File: src/rtl/inst_mem_write_buffer.sv
// Instruction-memory write buffer: queues store-path writes and drains them into the
// single-port instruction RAM on fetch-idle cycles, forwarding pending data to fetch.
module inst_mem_write_buffer #(
    parameter int DEPTH  = 4,
    parameter int ADDR_W = 16,
    parameter int DATA_W = 32
) (
    input  logic                       clk,
    input  logic                       reset,
    input  logic                       write_enable,
    input  logic [ADDR_W-1:0]          address,
    input  logic [DATA_W-1:0]          write_data,
    input  logic                       fetch_req,
    input  logic [ADDR_W-1:0]          fetch_addr,
    output logic                       almost_full,
    output logic                       full,
    output logic                       empty,
    output logic [$clog2(DEPTH):0]     count,
    output logic                       overflow,
    output logic                       fwd_hit,
    output logic [DATA_W-1:0]          fwd_data,
    output logic                       mem_we,
    output logic [ADDR_W-1:0]          mem_addr,
    output logic [DATA_W-1:0]          mem_wdata
);
    localparam int PTR_W = $clog2(DEPTH);
    localparam int CNT_W = PTR_W + 1;

    typedef struct packed {
        logic [ADDR_W-1:0] addr;
        logic [DATA_W-1:0] data;
    } entry_t;

    entry_t            entries [DEPTH];
    logic [PTR_W-1:0]  head;
    logic [PTR_W-1:0]  tail;
    logic              push;
    logic              pop;

    // A pop on the same edge frees a slot, so a full buffer can still accept a write.
    assign pop  = (count != '0) && !fetch_req;
    assign push = write_enable && ((count != CNT_W'(DEPTH)) || pop);

    assign empty       = (count == '0);
    assign full        = (count == CNT_W'(DEPTH));
    assign almost_full = (count >= CNT_W'(DEPTH - 1));

    always_ff @(posedge clk) begin
        if (!reset && push) begin
            entries[tail] <= '{addr: address, data: write_data};
        end
    end

    always_ff @(posedge clk) begin
        if (reset) begin
            head      <= '0;
            tail      <= '0;
            count     <= '0;
            mem_we    <= 1'b0;
            mem_addr  <= '0;
            mem_wdata <= '0;
            overflow  <= 1'b0;
        end else begin
            if (push) begin
                tail <= tail + 1'b1;
            end
            if (pop) begin
                mem_we    <= 1'b1;
                mem_addr  <= entries[head].addr;
                mem_wdata <= entries[head].data;
                head      <= head + 1'b1;
            end else begin
                mem_we    <= 1'b0;
            end
            if (write_enable && !push) begin
                overflow <= 1'b1;
            end
            case ({push, pop})
                2'b10:   count <= count + 1'b1;
                2'b01:   count <= count - 1'b1;
                default: count <= count;
            endcase
        end
    end

    // Walk from oldest to youngest so later matches override; in-flight is lowest priority.
    always_comb begin
        logic [PTR_W-1:0] idx;
        idx      = '0;
        fwd_hit  = 1'b0;
        fwd_data = '0;
        if (mem_we && (mem_addr == fetch_addr)) begin
            fwd_hit  = 1'b1;
            fwd_data = mem_wdata;
        end
        for (int i = 0; i < DEPTH; i++) begin
            idx = head + PTR_W'(i);
            if ((CNT_W'(i) < count) && (entries[idx].addr == fetch_addr)) begin
                fwd_hit  = 1'b1;
                fwd_data = entries[idx].data;
            end
        end
    end
endmodule

File: config.mk
export PLATFORM = sky130hd
export DESIGN_NAME = inst_mem_write_buffer
export DESIGN_NICKNAME = d
export VERILOG_FILES = /design/src/rtl/inst_mem_write_buffer.sv
export SDC_FILE = /design/constraint.sdc
export NUM_CORES = 1
export LEC_CHECK = 0
export CORE_MARGIN = 2
export CORE_UTILIZATION = 40
export CTS_CLUSTER_DIAMETER = 50
export CTS_CLUSTER_SIZE = 25
export DETAILED_ROUTE_END_ITERATION = 8
export HOLD_SLACK_MARGIN = 0.15
export PLACE_DENSITY = 0.68
export SLEW_MARGIN = 20
export SYNTH_ARGS = -nofsm -noshare
export SYNTH_HDL_FRONTEND = slang
export SYNTH_SLANG_ARGS = --single-unit
File: constraint.sdc
create_clock -name clk -period 5.35 [get_ports clk]
set_input_delay 1.605 -clock clk [delete_from_list [all_inputs] [get_ports clk]]
set_output_delay 1.605 -clock clk [all_outputs]
set_load 0.02 [all_outputs]
==> reports/metrics.sh, run 1 <==
PWR-SHARE-COMB=0.308
OVERFLOW=0
FLOORPLAN.DIE.HEIGHT_UM=199
H-TREE-DEPTH=1
HOLDPATHSTAGES=2
PLACE_CONGESTION=0.890
START_KIND='primary input'
SYN-CELL-AREA_UM2=15300
CELLLEAKAGEPOWER_nW=6.39
SLEW_HEADROOM=0.375
POWER.SEQUENTIAL.FRACTION=0.358
START_UTIL=0.406
GRT_PASS1_VIAS=11100
GRT_ANTENNA_BEFORE_REPAIR=5
TIGHTESTPINTRANSITION_NS=0.938
DETAILEDPLACEMENTHPWL_UM=28000
CLKLATENCYLATEPIN_NS=0.57
CELLINTERNALPOWER_mW=4.47
CRITPATHREQUIREDTIME_NS=3.74
YOSYS_WARNINGS=0
DIE-WIDTH_UM=199
VIAS=11400
FIN_WORST_HOLD_SLACK_NS=0.468
TIMING.FMAX_MHz=187
GRTUSAGEMET1=0.275
SYN_NETS=1318
P_CLK_FRAC=0.333
PATH_MAX_FANOUT=10
WORSTPATHCELLLIST='buf_12 > xnor2_4 > a2111oi_4 > o2111ai_2 > or4_4 > buf_12 > o221a_1 > o221ai_2 > buf_4'
POST-ROUTE-PERIOD-UTIL=1.00
STATUS='finished with violations'
FAILED_CHECKS='setup timing'
RSZ0062_AT_GRT='true'
IO_PINS=157
PIN_COUNT_OF_THE_BIGGEST_NET_ENTERING_GLOBAL_ROUTING=106
TIMING.REG2REG.SETUP_SLACK_NS=2.66
AVGROUTEDWIREPERCELL_UM=22.8
CPPEAKSTAGEDELAY_NS=0.53
AREA_GROWTH_PCT=27.7
FINAL_NET_COUNT=1486
SYNTH_CELL_TYPES=48
CPMOSTUSEDCELL='sky130_fd_sc_hd__buf_12'
VIA_PER_INST=5.84
SYNTH.AVG_CELL_AREA_UM2=12.3
CTSHOLDBUFFERS=0
GRT-BUSIEST-LAYER='met2'
WORSTREG2REGSTART='count[0]'
TIMING.CRITICAL_PATH.ARRIVAL_NS=3.75
GRT_PASS1_WL_UM=65800
WORST_HOLD_PATH_TYPE='flip-flop to flip-flop'
FINAL_PERIOD_MINUS_WORST_SETUP_SLACK_NS=5.35
CTS_NUM_SINKS=251
TIMING.FINAL.HOLD_VIOLATIONS=0
TIMING.RR.END='entries[3][12]'
NUMBER_OF_FLOPS_MAPPED_TO_ENABLE_CELLS_BY_YOSYS=192
ASYNC_FLOP_SHARE=0
DIE-AREA_UM2=39800
WORSTREGTOREGCELLS=8
POST-PLACE-WS_NS=-1.09
MAX_SLEW_VIO_COUNT=0
TOTAL_CORE_AREA_UM2=37700
TIMING.CLOCK.SKEW_NS=0.0224
NUMCTSBUFFERS=30
MOSTFREQUENTLAYOUTCELLS='192 x sky130_fd_sc_hd__edfxtp_1, 171 x sky130_fd_sc_hd__nand2_1, 116 x sky130_fd_sc_hd__mux4_2'
HOLDPATHEND='mem_wdata[22]'
COMMONEST_NON_FILL_NON_TAP_CELL_IN_THE_LAYOUT='sky130_fd_sc_hd__edfxtp_1'
WORSTPATHBUFFERINVERTERCOUNT=3
MIN-DELAY-START='mem_wdata[22]'
ROOT_BUFFER='sky130_fd_sc_hd__clkbuf_16'
WORST_SLACK_NS=-0.00456
WORST_PATH_DOMINANT_CELL_FAMILY='compound AO/OA/AOI/OAI gates'
TOTAL_TRACK_USAGE=0.218
ANTENNA_VIOLATING_NETS_POST_ROUTE=0
BUFFER_PORTS.INSERTED=156
POSTSYNTH.TOPFLOPCELL='sky130_fd_sc_hd__edfxtp_1'
YOSYS_REGISTER_BITS=251
GRT_UTIL_MET3=0.0376
POST_ROUTE_DRC_VIOLATION_COUNT=0
TIMING.FINAL.SETUP_VIOLATIONS=1
POWER.IR.VDD_WORST_mV=0.264
TIMING.CRITICAL_PATH.TO_TYPE='primary output'
GLOBAL_ROUTE.USAGE.MET2=0.373
SYN-INSTANCE-COUNT=1242
POSTROUTEWIRELENGTH_UM=44500
CLOCK_PATH_BUFFERS=3
DRT_PRE_ANTENNA_ITERS=5
SETUP.WORST_PATH.CLASS='primary input to primary output'
CELL_TYPE_OF_THE_SLOWEST_STAGE_ON_THE_WORST_TIMING_PATH='sky130_fd_sc_hd__or4_4'
CLKTRANSATPATHREGS_NS=0.06
SWSHARE=0.323
TRITONCTS='done'
POWER-PER-CELL-AREA_nW_PER_UM2=339
LAYOUT-DRIVE-GT1-SHARE=0.301
PLACEMENT_ROWS=71
DRT_ITER0_MARKERS=930
SEQ_AREA_FRAC_SYNTH=0.454
MAXCAPVIOLATIONS=0
TOTAL_SWITCHING_POWER_mW=2.13
==> Yosys cell counts (8+ instances only) <==
cell | number | area share
sky130_fd_sc_hd__clkbuf_1 | 81 | 0.020
sky130_fd_sc_hd__o221a_1 | 32 | 0.024
sky130_fd_sc_hd__mux4_2 | 116 | 0.17
sky130_fd_sc_hd__buf_1 | 12 | 0.0029
sky130_fd_sc_hd__nor2_1 | 82 | 0.020
sky130_fd_sc_hd__o211ai_1 | 32 | 0.016
sky130_fd_sc_hd__xor2_1 | 18 | 0.010
sky130_fd_sc_hd__edfxtp_1 | 192 | 0.38
sky130_fd_sc_hd__a21oi_1 | 116 | 0.038
sky130_fd_sc_hd__o221ai_2 | 30 | 0.029
sky130_fd_sc_hd__ha_1 | 8 | 0.0065
sky130_fd_sc_hd__xnor2_1 | 66 | 0.038
sky130_fd_sc_hd__dfxtp_1 | 59 | 0.077
sky130_fd_sc_hd__inv_1 | 8 | 0.0020
sky130_fd_sc_hd__nand2_1 | 171 | 0.042
sky130_fd_sc_hd__mux2i_1 | 51 | 0.033
sky130_fd_sc_hd__buf_2 | 21 | 0.0069
sky130_fd_sc_hd__nand4_1 | 14 | 0.0057
sky130_fd_sc_hd__nand3b_1 | 32 | 0.016
sky130_fd_sc_hd__mux2_2 | 32 | 0.024
==> what timing repair did <==
action                                 4_1_cts  5_1_grt
pin swaps                                   31       27
buffers inserted                            12       12
endpoints found under the hold margin        0        0
setup endpoints to repair                   33       33
cloned                                       9        4
resized for setup                          247       41
==> cell type report <==
cell class	instances	area (um^2)
clock buffer	31	776
inverter	8	30.0
sequential	251	6960
antenna	4	10.0
multi-input combinational	856	7960
fill	3217	18200
timing repair buffer	263	2800
clock inverter	25	337
tap	511	639
==> logic make-up after synthesis <==
group	after synthesis	share of synthesized area
flip-flops	251	0.454
multiplexers	205	0.237
adder cells (fa/ha/maj)	8	0.00655
AND/OR/NAND/NOR	329	0.0959
buffers and inverters	135	0.0418
XOR/XNOR	84	0.0481
AO/OA/AOI/OAI	230	0.116
==> metrics by stage <==
stage | std cells | TNS (ns) | total power, mW | util | area [um^2]
floorplan | 1242 | 0 | 3.76 | - | 15300
global placement | 1854 | -32.00 | 4.32 | 0.469 | 17600
detailed placement | 1854 | -32.88 | 4.35 | 0.469 | 17600
CTS | 1931 | -0.626 | 6.58 | 0.511 | 19300
global route | 1947 | -0.348 | 6.88 | 0.518 | 19500
finish | 1949 | -0.00456 | 6.60 | 0.518 | 19500
==> worst max-delay path by stage <==
stage	end	depth (start not counted)	start	slack [ns]
finish	fwd_data[2]	9	fetch_addr[6]	-0.005
global route	fwd_data[22]	11	flip-flop	-0.07
detailed placement	fwd_data[2]	9	fetch_addr[6]	-1.09
global placement	fwd_data[2]	9	fetch_addr[6]	-1.06
CTS	fwd_data[29]	9	fetch_addr[6]	-0.06
floorplan	fwd_data[10]	9	fetch_addr[6]	0.03
==> worst min-delay path: cells and delay by family, from the launching register on <==
kind	cells	cell delay [ns]
AO/OA/AOI/OAI	1	0.05
AND/OR/NAND/NOR	1	0.05
flip-flops	1	0.32
==> power groups by stage <==
stage	Clock [mW]	Combinational, mW	Sequential, mW
floorplan	0	1.34	2.42
global placement	0	1.90	2.42
detailed placement	0	1.93	2.42
CTS	2.24	1.97	2.38
global route	2.31	2.19	2.38
finish	2.20	2.04	2.37
==> layer usage <==
metal / up-vias / part of all wire
met5: - / 0.00076
li1: 5141 / -
met4: 6 / 0.044
met1: 5725 / 0.39
met3: 103 / 0.069
met2: 410 / 0.49
==> sequential cells by signal, indices dropped and copies added, names as in the netlist, named ones only <==
register	count
mem_wdata	32
head	2
entries	192
tail	2
count	3
mem_addr	16
overflow	1
mem_we	1
(Power assumes the default switching activity.)
==> inputs of run 2 (changes only) <==
- CORE_UTILIZATION: 40 -> 55
- DONT_BUFFER_PORTS: default -> 1
- PLACE_DENSITY: 0.68 -> 0.79
==> run 2 against run 1 <==
  * The run now ends clean
  * Sequential share of layout area is 5.8 points higher
  * Via count shrank 5.1%
  * Global-route usage is 4.8 points higher
  * Routed wire length down 11%
  * Design area down 14%
  * Worst hold slack better by 0.099 ns
  * Largest cell class unchanged
  * Highest routed layer is now met4
==> reports/metrics.sh, run 2 (synthesis gave the netlist of run 1 again) <==
STATUS='finished, final reports clean'
DRT_PRE_ANTENNA_ITERS=5  # unchanged
IO_PINS=157  # unchanged
ROOT_BUFFER='sky130_fd_sc_hd__clkbuf_16'
CTSHOLDBUFFERS=0  # unchanged
TIMING.CLOCK.SKEW_NS=0.0160  # -0.00636 ns
MAXCAPVIOLATIONS=0  # unchanged
DIE-AREA_UM2=29100  # -27%
HOLDPATHSTAGES=2  # unchanged
TIMING.FINAL.HOLD_VIOLATIONS=0  # unchanged
HOLDPATHEND='mem_wdata[20]'
CLKTRANSATPATHREGS_NS=0.06  # about the same
PATH_MAX_FANOUT=65  # +55
OVERFLOW=0  # unchanged
WORST_PATH_DOMINANT_CELL_FAMILY='simple AND/OR/NAND/NOR gates'
DETAILEDPLACEMENTHPWL_UM=24900  # -11%
COMMONEST_NON_FILL_NON_TAP_CELL_IN_THE_LAYOUT='sky130_fd_sc_hd__edfxtp_1'
POWER-PER-CELL-AREA_nW_PER_UM2=363  # +7.3%
DIE-WIDTH_UM=171  # -14%
NUM_ANTENNA_CELLS=0  # -4
CELLLEAKAGEPOWER_nW=5.22  # -18%
FINAL_NET_COUNT=1278  # -14%
TIMING.RR.END='entries[3][8]'
PLACE_CONGESTION=0.891  # about the same
WORSTREG2REGSTART='count[0]'
GRT_PASS1_WL_UM=59500  # -9.5%
POST-ROUTE-PERIOD-UTIL=0.978  # -0.0227
CLOCK_PATH_BUFFERS=3  # unchanged
TIGHTESTPINTRANSITION_NS=1.06  # +0.127 ns
WORSTREGTOREGCELLS=8  # unchanged
AREA_GROWTH_PCT=9.80
FIN_WORST_HOLD_SLACK_NS=0.567  # +0.0991 ns
VIA_PER_INST=6.73  # +15%
SETUP.WORST_PATH.CLASS='flip-flop to primary output'
TIMING.CRITICAL_PATH.ARRIVAL_NS=3.63  # -0.12 ns
REG_TOP3='entries: 192 flops, mem_wdata: 32 flops, mem_addr: 16 flops'
AVGROUTEDWIREPERCELL_UM=24.6  # +7.7%
WORSTPATHCELLLIST='buf_8 > buf_12 > mux4_2 > xnor2_1 > nand4_1 > nor3_1 > nand4_1 > buf_12 > nand3b_1 > o221ai_1 > buf_4'
FINAL_CORE_UTILIZATION=0.609  # +0.0911
ANTENNA_VIOLATING_NETS_POST_ROUTE=0  # unchanged
POSTROUTEWIRELENGTH_UM=39400  # -11%
BUFFER_PORTS.INSERTED=0  # -100%
CELL_TYPE_OF_THE_SLOWEST_STAGE_ON_THE_WORST_TIMING_PATH='sky130_fd_sc_hd__dfxtp_4'
H-TREE-DEPTH=1  # unchanged
NUMCTSBUFFERS=31  # +3.3%
PIN_COUNT_OF_THE_BIGGEST_NET_ENTERING_GLOBAL_ROUTING=85  # -20%
MIN-DELAY-START='mem_wdata[20]'
CLKLATENCYLATEPIN_NS=0.56  # about the same
TIMING.FINAL.SETUP_VIOLATIONS=0  # -1
DRT_ITER0_MARKERS=1211  # +30%
MAX_FLOP_REGISTER='entries'
TIMING.REG2REG.SETUP_SLACK_NS=2.07  # -0.59 ns
START_UTIL=0.555  # +0.149
POST_ROUTE_DRC_VIOLATION_COUNT=0  # unchanged
VIAS=10800  # -5.1%
SLEW_HEADROOM=0.289  # -0.0863
START_KIND='flip-flop'
LAYOUT-DRIVE-GT1-SHARE=0.250  # -0.0517
CPPEAKSTAGEDELAY_NS=0.57  # +0.04 ns
PLACEMENT_ROWS=61  # -14%
FINAL_PERIOD_MINUS_WORST_SETUP_SLACK_NS=5.23  # -0.122 ns
TOTAL_CORE_AREA_UM2=27600  # -27%
GRT_ANTENNA_BEFORE_REPAIR=0  # -5
WORST_SETUP_PATH_STARTPOINT='head[1]'
TOTAL_TRACK_USAGE=0.266  # +0.0480
WORSTPATHBUFFERINVERTERCOUNT=4  # +1
POWER.IR.VDD_WORST_mV=0.281  # +6.4%
FLOORPLAN.DIE.HEIGHT_UM=171  # -14%
TIMING.CRITICAL_PATH.TO_TYPE='primary output'
MAX_FFS_PER_REGISTER=192  # unchanged
CTS_NUM_SINKS=251  # unchanged
MOSTFREQUENTLAYOUTCELLS='192 x sky130_fd_sc_hd__edfxtp_1, 171 x sky130_fd_sc_hd__nand2_1, 117 x sky130_fd_sc_hd__mux4_2'
WORST_HOLD_PATH_TYPE='flip-flop to flip-flop'
MAX_SLEW_VIO_COUNT=0  # unchanged
CRITPATHREQUIREDTIME_NS=3.74  # about the same
GRT_PASS1_VIAS=10400  # -6.1%
TIMING.FMAX_MHz=191  # +2.3%
TRITONCTS='done'
==> run 2: cell count changes in the layout (fill, tap and decap cells not counted), sizes merged, moves of 2 or more <==
cell and delta:
clkdlybuf4s50 -106, diode -4, clkinvlp +2, bufinv -2, buf -95, clkbuf -4, dlygate4sd2 -2
==> run 2: power breakdown <==
part,switching (mW),internal [mW]
sequential,0.230,2.23
combinational,0.863,0.738
clock,0.886,1.15
==> run 2: worst max-delay path by stage <==
| stage | endpoint | slack (ns) | cells past startpoint |
|---|---|---|---|
| after floorplan | fwd_data[10] | 0.03 | 9 |
| after global placement | fwd_data[0] | 0.06 | 8 |
| after detailed placement | fwd_data[0] | 0.02 | 8 |
| after CTS | fwd_data[0] | 0.02 | 8 |
| after global routing | fwd_data[4] | -0.02 | 11 |
| final | fwd_data[0] | 0.12 | 11 |
==> run 2: what timing repair did <==
action | 4_1_cts | 5_1_grt
resized for setup | 0 | 3
setup buffers | 2 | 5
endpoints found under the setup margin | 33 | 25
gates cloned | 0 | 1
pin swaps | 0 | 4
==> run 2: metal layers <==
| layer | vias up | track usage | wire length [um] |
|---|---|---|---|
| li1 | 4729 | - | - |
| met1 | 5393 | 0.336 | 14900 |
| met2 | 593 | 0.444 | 19100 |
| met3 | 84 | 0.0622 | 4030 |
| met4 | 0 | 0.107 | 1340 |
| met5 | - | 0 | 0 |
==> run 2: area by class of cell <==
| cell class | count | area, um^2 |
|---|---|---|
| clock buffer | 33 | 783 |
| clock inverter | 24 | 223 |
| fill | 2022 | 10800 |
| inverter | 8 | 30.0 |
| multi-input combinational | 856 | 7740 |
| sequential | 251 | 6960 |
| tap | 378 | 473 |
| timing repair buffer | 54 | 576 |
==> run 2: metrics by stage <==
stage	area, um^2	TNS (ns)	worst slack [ns]	cells	power (mW)
after floorplan	15300	0	0.0319	1242	3.76
after global placement	15700	0	0.0552	1539	4.03
after detailed placement	15700	0	0.0236	1539	4.07
after CTS	16700	0	0.0156	1598	6.10
after global routing	16800	-0.0221	-0.0221	1604	6.34
final	16800	0	0.117	1604	6.10
==> run 2: worst min-delay path, cell delays in order (launching register included) <==
cell and delay [ns]:
sky130_fd_sc_hd__dfxtp_1 0.38, sky130_fd_sc_hd__nand2_1 0.08, sky130_fd_sc_hd__a21oi_1 0.06
==> inputs of run 3 (changes only) <==
- CORE_MARGIN: 2 -> default
- PLACE_DENSITY: 0.79 -> 0.73
==> run 3 against run 2 <==
  * Routed wire length down 0.77%
  * Combinational power up 4%
  * Core utilization up 2.9 points
  * Non-clock buffer count up 41
  * Largest cell class unchanged
  * Design area up 3.0%
  * Sequential share of layout area down 1.2 points
  * Critical path depth down 2
  * Register-to-register slack better by 0.08 ns
==> reports/metrics.sh, run 3 (synthesis gave the netlist of run 1 again) <==
GRT_PASS1_VIAS=10600  # +2.1%
IO_PINS=157  # unchanged
WORST_HOLD_PATH_TYPE='flip-flop to flip-flop'
STATUS='finished, final reports clean'
OVERFLOW=0  # unchanged
TIMING.FINAL.HOLD_VIOLATIONS=0  # unchanged
PLACE_CONGESTION=0.865  # -2.9%
CPPEAKSTAGEDELAY_NS=0.53  # -0.04 ns
FLOORPLAN.DIE.HEIGHT_UM=169  # -1.2%
WL_MET2_UM=19100  # -0.30%
ROOT_BUFFER='sky130_fd_sc_hd__clkbuf_16'
PATH_MAX_FANOUT=7  # -89%
BUFFER_PORTS.INSERTED=0  # unchanged
CPMOSTUSEDCELL='sky130_fd_sc_hd__buf_12'
POWER.IR.VDD_WORST_mV=0.285  # +1.5%
REG_TOP3='entries: 192 flops, mem_wdata: 32 flops, mem_addr: 16 flops'
SLEW_HEADROOM=0.245  # -0.0439
MOSTFREQUENTLAYOUTCELLS='192 x sky130_fd_sc_hd__edfxtp_1, 171 x sky130_fd_sc_hd__nand2_1, 117 x sky130_fd_sc_hd__mux4_2'
VIA_PER_INST=6.51  # -3.3%
POSTROUTEWIRELENGTH_UM=39100  # -0.77%
SETUP.WORST_PATH.CLASS='primary input to primary output'
CLKTRANSATPATHREGS_NS=0.07  # about the same
TOTAL_TRACK_USAGE=0.277  # +0.0108
FINAL_CORE_UTILIZATION=0.638  # +0.0285
GRT_ANTENNA_BEFORE_REPAIR=0  # unchanged
ROUTED-WL-MET3_UM=3440  # -15%
TRITONCTS='done'
GRT_PASS1_WL_UM=60900  # +2.3%
CLOCK_PATH_BUFFERS=3  # unchanged
HIGHEST_LAYER='met4'
NUM_ANTENNA_CELLS=0  # unchanged
MAXCAPVIOLATIONS=0  # unchanged
CRITPATHREQUIREDTIME_NS=3.74  # about the same
FINAL_PERIOD_MINUS_WORST_SETUP_SLACK_NS=5.29  # +0.0597 ns
TOTAL_CORE_AREA_UM2=27100  # -1.6%
COMMONEST_NON_FILL_NON_TAP_CELL_IN_THE_LAYOUT='sky130_fd_sc_hd__edfxtp_1'
FINAL_NET_COUNT=1318  # +3.1%
WORSTREG2REGSTART='count[0]'
DETAILEDPLACEMENTHPWL_UM=25800  # +3.8%
VIAS=10700  # -1.3%
MAX_FFS_PER_REGISTER=192  # unchanged
WORSTPATHBUFFERINVERTERCOUNT=3  # -1
ROUTE.LAYER.MET1.WL_UM=15500  # +3.8%
TIMING.CLOCK.SKEW_NS=0.0184  # +0.00234 ns
LAYOUT-DRIVE-GT1-SHARE=0.278  # +0.0284
TIMING.FMAX_MHz=189  # -1.1%
DIE-AREA_UM2=28500  # -2.3%
POST_ROUTE_DRC_VIOLATION_COUNT=0  # unchanged
MAX_SLEW_VIO_COUNT=0  # unchanged
WORSTPATHCELLLIST='xnor2_2 > a2111oi_4 > o2111ai_2 > or4_4 > buf_12 > buf_12 > o221a_4 > o221ai_4 > buf_6'
ANTENNA_VIOLATING_NETS_POST_ROUTE=0  # unchanged
DIE-WIDTH_UM=169  # -1.2%
WORST_SLACK_NS=0.0573  # -0.0597 ns
START_KIND='primary input'
WORST_PATH_DOMINANT_CELL_FAMILY='compound AO/OA/AOI/OAI gates'
TIMING.CRITICAL_PATH.ARRIVAL_NS=3.69  # +0.06 ns
MIN-DELAY-START='tail[1]'
TIGHTESTPINTRANSITION_NS=1.13  # +0.0657 ns
H-TREE-DEPTH=1  # unchanged
MAX_FLOP_REGISTER='entries'
CELL_TYPE_OF_THE_SLOWEST_STAGE_ON_THE_WORST_TIMING_PATH='sky130_fd_sc_hd__or4_4'
CTSHOLDBUFFERS=0  # unchanged
NUMCTSBUFFERS=30  # -3.2%
PLACEMENT_ROWS=60  # -1.6%
START_UTIL=0.564  # +0.00925
WORST_SETUP_PATH_STARTPOINT='fetch_addr[6]'
POST-ROUTE-PERIOD-UTIL=0.989  # +0.0112
AREA_GROWTH_PCT=13.1
DRT_PRE_ANTENNA_ITERS=5  # unchanged
CELLLEAKAGEPOWER_nW=5.49  # +5.1%
TIMING.CRITICAL_PATH.TO_TYPE='primary output'
TIMING.FINAL.SETUP_VIOLATIONS=0  # unchanged
DRT_ITER0_MARKERS=956  # -21%
POWER-PER-CELL-AREA_nW_PER_UM2=364  # +0.11%
AVGROUTEDWIREPERCELL_UM=23.9  # -2.8%
CTS_NUM_SINKS=251  # unchanged
PIN_COUNT_OF_THE_BIGGEST_NET_ENTERING_GLOBAL_ROUTING=82  # -3.5%
CLKLATENCYLATEPIN_NS=0.57  # about the same
POST-PLACE-WS_NS=-0.0220  # -0.0457 ns
## run 3: worst reg2reg max path: stages, from the launching register on
cell	delay, ns
sky130_fd_sc_hd__dfxtp_1	0.60
sky130_fd_sc_hd__inv_1	0.15
sky130_fd_sc_hd__ha_1	0.27
sky130_fd_sc_hd__and2_1	0.26
sky130_fd_sc_hd__nand2_1	0.10
sky130_fd_sc_hd__nand2_1	0.16
sky130_fd_sc_hd__nor2_1	0.20
sky130_fd_sc_hd__and2_2	0.71
sky130_fd_sc_hd__buf_4	0.43
## run 3: routing by layer
layer / GRT usage / up-vias
met1: 0.356 / 5390
met4: 0.0957 / 0
met2: 0.459 / 403
li1: - / 4794
met3: 0.0673 / 75
met5: 0 / -
## run 3: path summary, 6_finish.rpt
kind | slack (ns) | cells past startpoint | end
setup reg to reg | 2.15 | 8 | entries[1][23]
hold / removal | 0.57 | 2 | tail[1]
setup / recovery | 0.06 | 9 | fwd_data[26]
hold reg to reg | 0.57 | 2 | tail[1]
## run 3: per-stage QoR
stage	cells	hold WS (ns)	TNS (ns)	power, mW	cell area, um^2
3_5_place_dp	1565	0.557	-0.0832	4.08	15900
2_1_floorplan	1242	0.518	0	3.76	15300
4_1_cts	1623	0.567	0	6.25	17100
6_report	1638	0.567	0	6.28	17300
5_1_grt	1638	0.587	-0.239	6.53	17300
3_3_place_gp	1565	0.544	-0.0134	4.05	15900
## run 3: what timing repair did
action,in CTS,in global routing
endpoints found under the setup margin,29,33
buffers inserted,2,14
gates cloned,0,1
gates resized for setup,2,12
pin swaps,0,4
## run 3: where the power goes
group | internal, mW | switching (mW) | total (mW)
logic | 0.785 | 0.876 | 1.66
registers | 2.23 | 0.223 | 2.45
clock network | 1.17 | 1.00 | 2.17
## run 3: final cells by class
cell class,instances,area (um^2)
fillers,2029,9820
multi-input cells,856,7790
flip-flops and latches,251,6960
repair buffers,95,928
clock buffers,30,751
well taps,372,465
clock inverters,26,353
inverters,8,30.0
==> edit (config.mk and constraints of run 1) <==
Reset style: asynchronous (`reset`), changed in one clocked block.
--- a/src/rtl/inst_mem_write_buffer.sv
+++ b/src/rtl/inst_mem_write_buffer.sv
@@ -51,7 +51,7 @@
         end
     end
 
-    always_ff @(posedge clk) begin
+    always_ff @(posedge clk or posedge reset) begin
         if (reset) begin
             head      <= '0;
             tail      <= '0;
Check against the original RTL: differs if reset is asserted again (counterexample within 4 cycles, from zero or initial values and one cycle with reset high); with reset held inactive, the same outputs for 4 cycles.
==> edit against run 1 <==
The run still ends with setup timing left; via count grew 20%; synthesized area grew 3.2%; non-clock buffer count grew 96; critical endpoint is now fwd_data[22]; final area grew 17%; critical path type unchanged; routed wire length grew 25%; clock skew grew 0.0092 ns; worst setup slack lost 0.18 ns; hold slack is essentially flat; synthesized cell count grew 13%; sequential cell count shrank 2; largest cell class unchanged.
Power is not compared: it rests on default switching activity, and its combinational part moved more than twofold at a synthesized area within 25%.
==> edit: results (changes against run 1) <==
- Outcome: complete, but fails checks
- Failing checks: setup timing
- Layout cell share with drive strength beyond 1: 0.3853 (+0.08409)
- Nets: 1,732 (+17%)
- Synth async-reset ratio: 0.2289 (+0.2289)
- Placed Area: 19,100 sq um (+8.2%)
- Sequential fraction of the synthesis area: 0.4557 (+0.001234)
- Synth area leaders: edfxtp_1 37%, dfrtp_1 9.0%, mux2i_1 7.4%
- Synth Warn #: 0 (unchanged)
- CP Max Fanout: 8 (-2)
- FF-to-FF setup slack: 2.50 ns (-0.16 ns)
- Placer Congestion: 0.8934 (+0.36%)
- First-pass GRT wire length: 80,850 um (+23%)
- Worst Setup Slack, final: -0.1842 ns (-0.1797 ns)
- Slowest stage delay, CP: 0.33 ns (-0.20 ns)
- Drt first pass iters: 5 (unchanged)
- Clock Skew: 0.03157 ns (+0.009166 ns)
- Worst rel slew slack: 0.2752 (-0.09984)
- Worst-skew pair later-pin latency: 0.61 ns (+0.04 ns)
- Netlist cell types: 75 (+56%)
- Mean Syn Cell Area: 11.28 sq um (-8.3%)
- Detailed-route via count: 13,665 (+20%)
- Post-synth top cells: 192 x edfxtp_1, 175 x nand2_1, 116 x mux2i_1, 76 x nor2_1, 72 x mux2_2
- Reg2reg end: entries[0][35]$_DFFE_PP_
- Filler cells: 2,914 (-9.4%)
- Post-detailed-route wirelength per cell: 25.26 um (+11%)
- Ant diodes: 0 (-4)
- Detailed Route Iter0 Violations: 1,300 (+40%)
- GRT Total Usage: 0.2557 (+0.03794)
- Crit path arrival time: 3.93 ns (+0.18 ns)
- Hold Crit Start: overflow$_DFFE_PP0P_
- CP max-delay cell: nor4_4
- Pre-CTS setup slack: -1.235 ns (-0.1477 ns)
- Final setup violation count: 33 (+32)
- Final wirelength: 55,490 um (+25%)
- Inst Count DP: 2,088 (+13%)
- Synth Flop Type: edfxtp_1
- Reg-to-reg startpoint: count[1]$_DFFE_PP0P_
- Antenna violations before repair: 2 (-3)
==> edit: cell types whose count changed after synthesis, moves of 27 or more <==
cell	change
a21oi_1	-80
a311oi_1	+29
and3_1	+27
dfrtp_1	+57
dfxtp_1	-59
mux2_2	+40
mux2i_1	+65
mux4_2	-73
nand3_1	+35
nand3b_1	-32
o211ai_1	-30
o221a_1	-31
o221a_2	+28
o221ai_2	-29
==> edit: worst max-delay path by stage <==
stage | start | to | slack, ns | cells past startpoint
after CTS | fetch_addr[14] | fwd_data[22] | -0.18 | 12
after global routing | fetch_addr[5] | fwd_data[22] | -0.26 | 12
after floorplan | fetch_addr[2] | fwd_data[3] | -0.08 | 10
after global placement | fetch_addr[6] | fwd_data[22] | -1.18 | 11
final | fetch_addr[5] | fwd_data[22] | -0.18 | 12
after detailed placement | fetch_addr[3] | fwd_data[26] | -1.23 | 11
==> edit: final cells by class <==
class / count / area share
multi-input cells: 1007 / 0.4332
flip-flops and latches: 249 / 0.3164
repair buffers: 359 / 0.1724
clock buffers: 30 / 0.03299
well taps: 518 / 0.02848
clock inverters: 25 / 0.01501
inverters: 9 / 0.001540
==> edit: where the power goes <==
group,switching (W),leakage (nW),internal (W)
clock,0.000968,0.525,0.00123
sequential,0.000370,2.43,0.00248
combinational,0.00370,5.47,0.00319
==> edit: what timing repair did <==
item / 4_1_cts / 5_1_grt
pin swaps: 63 / 45
setup endpoints to repair: 33 / 33
cloned: 9 / 8
buffers inserted: 36 / 7
resized for setup: 475 / 98
==> edit: cells by family (layout without fill, tap and decap cells) <==
family / count (synthesis) / after routing / synth area share
buffers and inverters: 143 / 423 / 0.04464
XOR/XNOR: 77 / 77 / 0.04321
AO/OA/AOI/OAI: 265 / 265 / 0.1340
adder cells (fa/ha/maj): 8 / 8 / 0.006343
flip-flops: 249 / 249 / 0.4557
AND/OR/NAND/NOR: 425 / 425 / 0.1284
multiplexers: 232 / 232 / 0.1877
==> edit: metrics by stage <==
stage                     TNS [ns]  utilization  hold slack (ns)
after floorplan            -0.5834            -           0.4980
after global placement      -36.82       0.4920           0.4540
after detailed placement    -37.37       0.4920           0.4578
after CTS                   -4.781       0.5661           0.4724
after global routing        -7.076       0.5860           0.5059
final                       -4.579       0.5860           0.4682
==> edit: layer usage <==
layer  GRT usage  up-vias  part of all wire
met5           0        -           0.00023
met4      0.1139        2             0.046
met2      0.4119      763              0.46
li1            -     5911                 -
met1      0.3382     6808              0.40
met3     0.04575      181             0.092
